<file path="src/rtl/sel_seq_pkg.sv">
// sel_seq_pkg: mode encodings and FSM state type shared by the select sequencer.
package sel_seq_pkg;
  typedef enum logic [1:0] {
    MODE_UP       = 2'b00,
    MODE_DOWN     = 2'b01,
    MODE_PINGPONG = 2'b10,
    MODE_HOLD     = 2'b11
  } mode_e;
  typedef enum logic {ST_IDLE = 1'b0, ST_RUN = 1'b1} state_e;
  localparam logic [2:0] SEL_MAX = 3'd7;
endpackage

</file>
<file path="src/rtl/sel_sequencer_tick_gen.sv">
// tick_gen: prescaler that pulses tick once every PRESCALE cycles while run is high.
module tick_gen #(
  parameter int PRESCALE = 4
) (
  input  logic clk,
  input  logic rst_n,
  input  logic run,
  output logic tick
);
  logic [15:0] cnt_q;
  assign tick = run && (cnt_q == 16'(PRESCALE - 1));
  always_ff @(posedge clk or negedge rst_n)
    if (!rst_n) cnt_q <= '0;
    else cnt_q <= (!run || tick) ? '0 : cnt_q + 16'd1;
endmodule

</file>
<file path="src/rtl/sel_sequencer.sv">
// sel_sequencer: prescaled 3-bit select scanner (up/down/pingpong/hold) with registered outputs.
// Optional one-hot decode of sel is built when SEL_SEQ_ONEHOT_EN is defined.
module sel_sequencer
  import sel_seq_pkg::*;
#(
  parameter int PRESCALE = 4
) (
  input  logic       clk,
  input  logic       rst_n,
  input  logic       start,
  input  logic       stop,
  input  logic [1:0] mode,
  output logic [2:0] sel,
  output logic       step,
  output logic       wrap,
  output logic       busy,
  output logic [7:0] onehot
);
  state_e     state_q;
  logic [2:0] sel_q, sel_d;
  logic       dir_q, dir_d, wrap_d, step_q, wrap_q, up_mv, tick, go, adv;
  mode_e      mode_m;
  assign mode_m = mode_e'(mode);
  assign go     = (state_q == ST_IDLE) && start && !stop;
  assign adv    = tick && (mode_m != MODE_HOLD);
  tick_gen #(.PRESCALE(PRESCALE)) u_tick (
    .clk  (clk),
    .rst_n(rst_n),
    .run  ((state_q == ST_RUN) && !stop),
    .tick (tick)
  );
  // Pingpong bounces off the ends so the end value is never repeated.
  always_comb begin
    up_mv  = dir_q ? (sel_q != SEL_MAX) : (sel_q == 3'd0);
    sel_d  = sel_q;
    dir_d  = dir_q;
    wrap_d = 1'b0;
    case (mode_m)
      MODE_UP: begin
        sel_d  = sel_q + 3'd1;
        wrap_d = sel_q == SEL_MAX;
        dir_d  = 1'b1;
      end
      MODE_DOWN: begin
        sel_d  = sel_q - 3'd1;
        wrap_d = sel_q == 3'd0;
        dir_d  = 1'b0;
      end
      MODE_PINGPONG: begin
        sel_d  = up_mv ? sel_q + 3'd1 : sel_q - 3'd1;
        wrap_d = (sel_d == SEL_MAX) || (sel_d == 3'd0);
        dir_d  = (sel_d == SEL_MAX) ? 1'b0 : (sel_d == 3'd0) ? 1'b1 : up_mv;
      end
      default: ;
    endcase
  end
  always_ff @(posedge clk or negedge rst_n)
    if (!rst_n) begin
      state_q <= ST_IDLE;
      sel_q   <= '0;
      dir_q   <= 1'b1;
      step_q  <= 1'b0;
      wrap_q  <= 1'b0;
    end else begin
      step_q <= 1'b0;
      wrap_q <= 1'b0;
      if (go) begin
        state_q <= ST_RUN;
        sel_q   <= '0;
        dir_q   <= 1'b1;
      end else if (state_q == ST_RUN && stop) begin
        state_q <= ST_IDLE;
      end else if (adv) begin
        sel_q  <= sel_d;
        dir_q  <= dir_d;
        step_q <= 1'b1;
        wrap_q <= wrap_d;
      end
    end
  assign sel  = sel_q;
  assign step = step_q;
  assign wrap = wrap_q;
  assign busy = state_q == ST_RUN;
`ifdef SEL_SEQ_ONEHOT_EN
  logic [7:0] onehot_q;
  always_ff @(posedge clk or negedge rst_n)
    if (!rst_n) onehot_q <= '0;
    else onehot_q <= go ? 8'h01 : adv ? 8'b1 << sel_d : onehot_q;
  assign onehot = onehot_q;
`else
  assign onehot = 8'h00;
`endif
endmodule

</file>
<file path="config.mk">
export PLATFORM = sky130hd
export DESIGN_NAME = sel_sequencer
export DESIGN_NICKNAME = d
export VERILOG_FILES = /design/src/rtl/sel_seq_pkg.sv /design/src/rtl/sel_sequencer_tick_gen.sv /design/src/rtl/sel_sequencer.sv
export SDC_FILE = /design/constraint.sdc
export NUM_CORES = 1
export LEC_CHECK = 0
export ABC_AREA = 1
export CAP_MARGIN = 0
export CORE_MARGIN = 2
export CORE_UTILIZATION = 30
export DETAILED_ROUTE_END_ITERATION = 10
export HOLD_SLACK_MARGIN = 0.03
export PLACE_DENSITY_LB_ADDON = 0.05
export SLEW_MARGIN = 30
export SYNTH_ARGS = -nofsm -noshare
export SYNTH_HDL_FRONTEND = slang
export SYNTH_SLANG_ARGS = --single-unit
</file>
<file path="constraint.sdc">
create_clock -name clk -period 1.65 [get_ports clk]
set_clock_uncertainty 0.15 [all_clocks]
set_input_delay 0.33 -clock clk [delete_from_list [all_inputs] [get_ports clk]]
set_output_delay 0.33 -clock clk [all_outputs]
set_load 0.05 [all_outputs]
</file>
# == Word level (Yosys, flattened, before mapping) ==
# Cells that the tools add are included.
# classes
n_eq_ne,8
bitwise,1
n_mux,22
addsub,3
reduce_logical,17
# ops
cell,count
"16-bit by 1-bit adder with 16-bit output, second input constant",1
"16-bit by 2-bit equality test with 1-bit output, second input constant",1
16-bit two-way mux,1
1-bit two-way mux,14
3-bit two-way mux,4
3-bit case mux with 3 select lines,1
"3-bit equality test, second input constant",2
1-bit logical AND,6
3-bit logical NOT,2
1-bit case mux with 3 select lines,2
"2-bit inequality test, second input constant",2
2-bit nonzero test,2
4-bit nonzero test,1
"3-bit by 1-bit adder with 3-bit output, second input constant",1
"3-bit inequality test, second input constant",1
3-bit AND reduction,1
"3-bit by 1-bit subtractor with 3-bit output, second input constant",1
"2-bit by 1-bit equality test with 1-bit output, second input constant",1
"2-bit equality test, second input constant",1
1-bit logical NOT,2
2-bit logical NOT,1
1-bit logical OR,2
1-bit NOT,1
# totals
in_bits,6
elab_cells,57
register_bits,23

# == Depth between registers and ports, before layout ==
# depth
word_depth,10
mapped_depth,12
depth_no_buf,12

# == Cells and area by module ==
# Synthesis repeated with hierarchy kept, for this count alone.
# hier_totals
hier_cells,224
hier_area_um2,1671.6
# modules_own_cells
mod,seq_area_each_um2,area_per_inst_um2,n_inst,cells_per_inst
tick_gen,400.4,910.9,1,123
sel_sequencer,176.4,760.7,1,101

# == Least setup slack after synthesis ==
# No wires, ideal clock.
# synth_timing
path_kind,reg2reg
startpoint,"register sel_q[0], in the netlist sel[0]"
endpoint,"register wrap_q, in the netlist wrap"
setup_time_ns,0.077
arrival_ns,1.700
path_buffers,0
slack_ns,-0.278
stages_incl_launch_ff,10
required_time_ns,1.423
synth_period_minus_slack_ns,1.928
cell_sequence,dfrtp_1 > inv_1 > ha_1 > inv_1 > nand3_1 > nand2_1 > nand3_1 > nand2_1 > nand2_1 > a21oi_1
# synth_between
elab_chain_cells,9
word_cells_on_any_way,14
classes_between,add/sub: 2; eq/ne: 3; mux: 6; reduce/logical: 3
# synth_rtl
element,line_no,text
from (decl),sel_sequencer.sv:20,"logic [2:0] sel_q, sel_d;"
from (signal assigned),sel_sequencer.sv:74,sel_q <= sel_d;
"parallel branches: the longest is 5 deep, another holds 3-bit by 1-bit subtractor with 3-bit output",n/a,
1-bit case mux with 3 select lines (*),sel_sequencer.sv:38,case (mode_m)
1-bit two-way mux (*),sel_sequencer.sv:73,end else if (adv) begin
1-bit two-way mux (*),sel_sequencer.sv:71,end else if (state_q == ST_RUN && stop) begin
1-bit two-way mux (*),sel_sequencer.sv:67,if (go) begin
to (signal assigned),sel_sequencer.sv:77,wrap_q <= wrap_d;
to (decl),sel_sequencer.sv:21,"logic dir_q, dir_d, wrap_d, step_q, wrap_q, up_mv, tick, go, adv;"
# Every way passes the cells marked *.
# A chain may end at the register's enable or synchronous reset.

# == Worst setup path after layout ==
# Ends and elaborated chain as after synthesis.

==> impl_metrics.ini <==
[clocking]
clock_latency_ns = 0.27
cts_buffer_depth = 2
clkSlewWorstSetupHoldPaths_ns = 0.09
cts_num_sinks = 23
cts_buffers = 3
postCtsHoldBufs = 0
cts_tree = built
htree_levels = 1
clock-root-buffer = clkbuf_8

[logic_synthesis]
syn_area_per_cell_um2 = 7.70
synth_seq_area_share = 0.367
synthAdderAreaFrac = 0.0876
synth_seq_cells = 23
synth-xor-area-share = 0.0334
synthSimpleGateAreaFrac = 0.303
synth_mux_area_frac = 0
ys_warn_count = 0
synthCells = 204
synth_top_family_by_area = simple AND/OR/NAND/NOR gates
synth_compound_area_frac = 0.0836
synth_cell_types = 31
synthesis.area_um2 = 1570

[timing]
period_needed_ns = 1.69
post-route-period-util = 1.02
finalWorstSetupSlack_ns = -0.0394
hold_viol = 0
setup_viol = 2
fmax_mhz = 592
rsz0062_at_grt = true
hold_ws_ns = 0.265
drv_slew = 0

[setup_path]
cp_num_buf_inv = 0
cp_slowest_stage_delay_ns = 0.46
setup.worst_path.end_class = register
r2r_cells = 9
worst-setup-path-type = register to register
critPathArrivalTime_ns = 1.75
cp_max_fo = 4
crit_slowest_cell = dfrtp_2
cp_num_cells = 9
crit_chain = ha_4 > ha_4 > nand2_2 > nand3_4 > nand2_4 > nand3_2 > nand2_1 > nand2_1 > a21oi_2
crit_required_ns = 1.71
crit_family = simple AND/OR/NAND/NOR gates
startpoint_type = register

[floorplan]
core_region_area_um2 = 5070
io_pins = 20
fp.dieW_um = 76.4
start_util = 0.310
design.die.area_um2 = 5830
row_count = 26
fp.dieH_um = 76.4

[layout]
area_growth_pct = 52.5
post-route-util = 0.472
layout_common_cells = buf_4 (38), nand2_1 (24), nor2_1 (23), inv_1 (22), dfrtp_1 (18)
final_common_cell = buf_4
nFillCells = 528
nets = 275
layout-drive-gt1-share = 0.428
n_antenna_cell = 0

[drt]
vias_per_cell = 4.55
wl_per_cell_um = 12.4
wl_mm = 4.05
drc_errors = 0
first_pass_iters = 4
postRouteAntennaNets = 0
vias = 1489
dr.first_iter.drc_count = 75

[global_route]
grt_overflow = 0
antenna_found_initial = 0
grt_pass1_vias = 1436
grtUsageTotal = 0.134
grt_pass1_wl_mm = 6.29
grt_max_degree = 24

[place]
gp_congestion = 0.810
port_buffers = 11
dp_hpwl_mm = 2.81

[power]
leakagePower_nw = 1.12
peakVddDrop_mv = 0.258
power.density_nw_per_um2 = 483

[outcome]
outcome = finished with violations
violations = negative setup slack

[min_path]
worstHoldPathType = input port to asynchronous set/reset pin

[run]
drv_cap = 0
-- flip-flops by register name, summed over array words and instances, names as in the netlist --
name,cells
u_tick.cnt_q,16
sel,3
busy,1
dir_q,1
step,1
wrap,1
-- per-stage QoR --
| step | cells | setup slack (ns) | total power [mW] | instance area (um^2) | setup TNS [ns] |
|---|---|---|---|---|---|
| after floorplan | 211 | -0.0547 | 0.706 | 1650 | -0.141 |
| after global placement | 313 | -0.327 | 0.772 | 2060 | -1.52 |
| after detailed placement | 313 | -0.366 | 0.774 | 2060 | -1.77 |
| after CTS | 319 | -0.0341 | 1.15 | 2200 | -0.0507 |
| after global routing | 327 | -0.145 | 1.23 | 2400 | -0.381 |
| final | 327 | -0.0394 | 1.16 | 2400 | -0.0745 |
-- layer usage --
layer / wire [um] / vias up / track usage
met5: 0 / - / 0
met4: 79 / 0 / 0.0655
met3: 53 / 6 / 0.0154
met2: 2280 / 17 / 0.250
met1: 1640 / 726 / 0.151
li1: - / 740 / -
-- kinds of logic after synthesis --
group                    Yosys count
AND/OR/NAND/NOR                  100
buffers and inverters             41
flip-flops                        23
AO/OA/AOI/OAI                     22
adder cells (fa/ha/maj)           11
XOR/XNOR                           6
other                              1
-- worst paths after layout --
| kind | start | endpoint | slack [ns] |
|---|---|---|---|
| worst max register to register | sel[0] | wrap | -0.04 |
| worst max-delay path | sel[0] | wrap | -0.04 |
| min in group clk | u_tick.cnt_q[14] | u_tick.cnt_q[14] | 0.41 |
| worst min-delay path | rst_n | u_tick.cnt_q[7] | 0.27 |
| max in group asynchronous | rst_n | dir_q | 0.79 |
| worst min register to register | u_tick.cnt_q[14] | u_tick.cnt_q[14] | 0.41 |
-- cell type report --
type / instances / area [um^2] / area share
Multi-Input combinational cell: 148 / 1090 / 0.455
Sequential cell: 23 / 582 / 0.243
Timing Repair Buffer: 50 / 472 / 0.197
Inverter: 32 / 120 / 0.0501
Tap cell: 70 / 87.6 / 0.0365
Clock buffer: 4 / 45.0 / 0.0188
-- cell usage after synthesis, drive strengths merged --
| cell | n | area share |
|---|---|---|
| nor2 | 31 | 0.079 |
| buf | 8 | 0.038 |
| inv | 32 | 0.076 |
| and3 | 1 | 0.0048 |
| nand2 | 36 | 0.089 |
| a21oi | 13 | 0.041 |
| xnor2 | 2 | 0.011 |
| nand3b | 1 | 0.0048 |
| nand4 | 3 | 0.016 |
| nor3 | 6 | 0.026 |
| nor3b | 2 | 0.0096 |
| o21ai | 3 | 0.012 |
| conb | 1 | 0.0024 |
| nor4 | 1 | 0.0040 |
| dfrtp | 22 | 0.35 |
| ha | 11 | 0.088 |
| xor2 | 4 | 0.022 |
| a32o | 1 | 0.0064 |
| nand3 | 18 | 0.065 |
| dfstp | 1 | 0.017 |
| o21a | 3 | 0.014 |
| clkbuf | 1 | 0.0088 |
| o211ai | 2 | 0.0096 |
| or2 | 1 | 0.0040 |
-- where the power goes --
group          leakage [nW]  internal (mW)  switching, mW  total [mW]
clock network        0.0228          0.173          0.189       0.361
registers             0.309          0.569        0.00532       0.574
logic                 0.787         0.0867          0.136       0.223
total                  1.12          0.829          0.330        1.16
-- timing repair --
item                       in CTS  in global routing
pin swaps                       7                 17
buffers inserted                2                  7
setup endpoints to repair       5                 14
cloned                          0                  1
gates resized for setup        20                 36
Note: power is estimated with default switching activity, not from simulation.
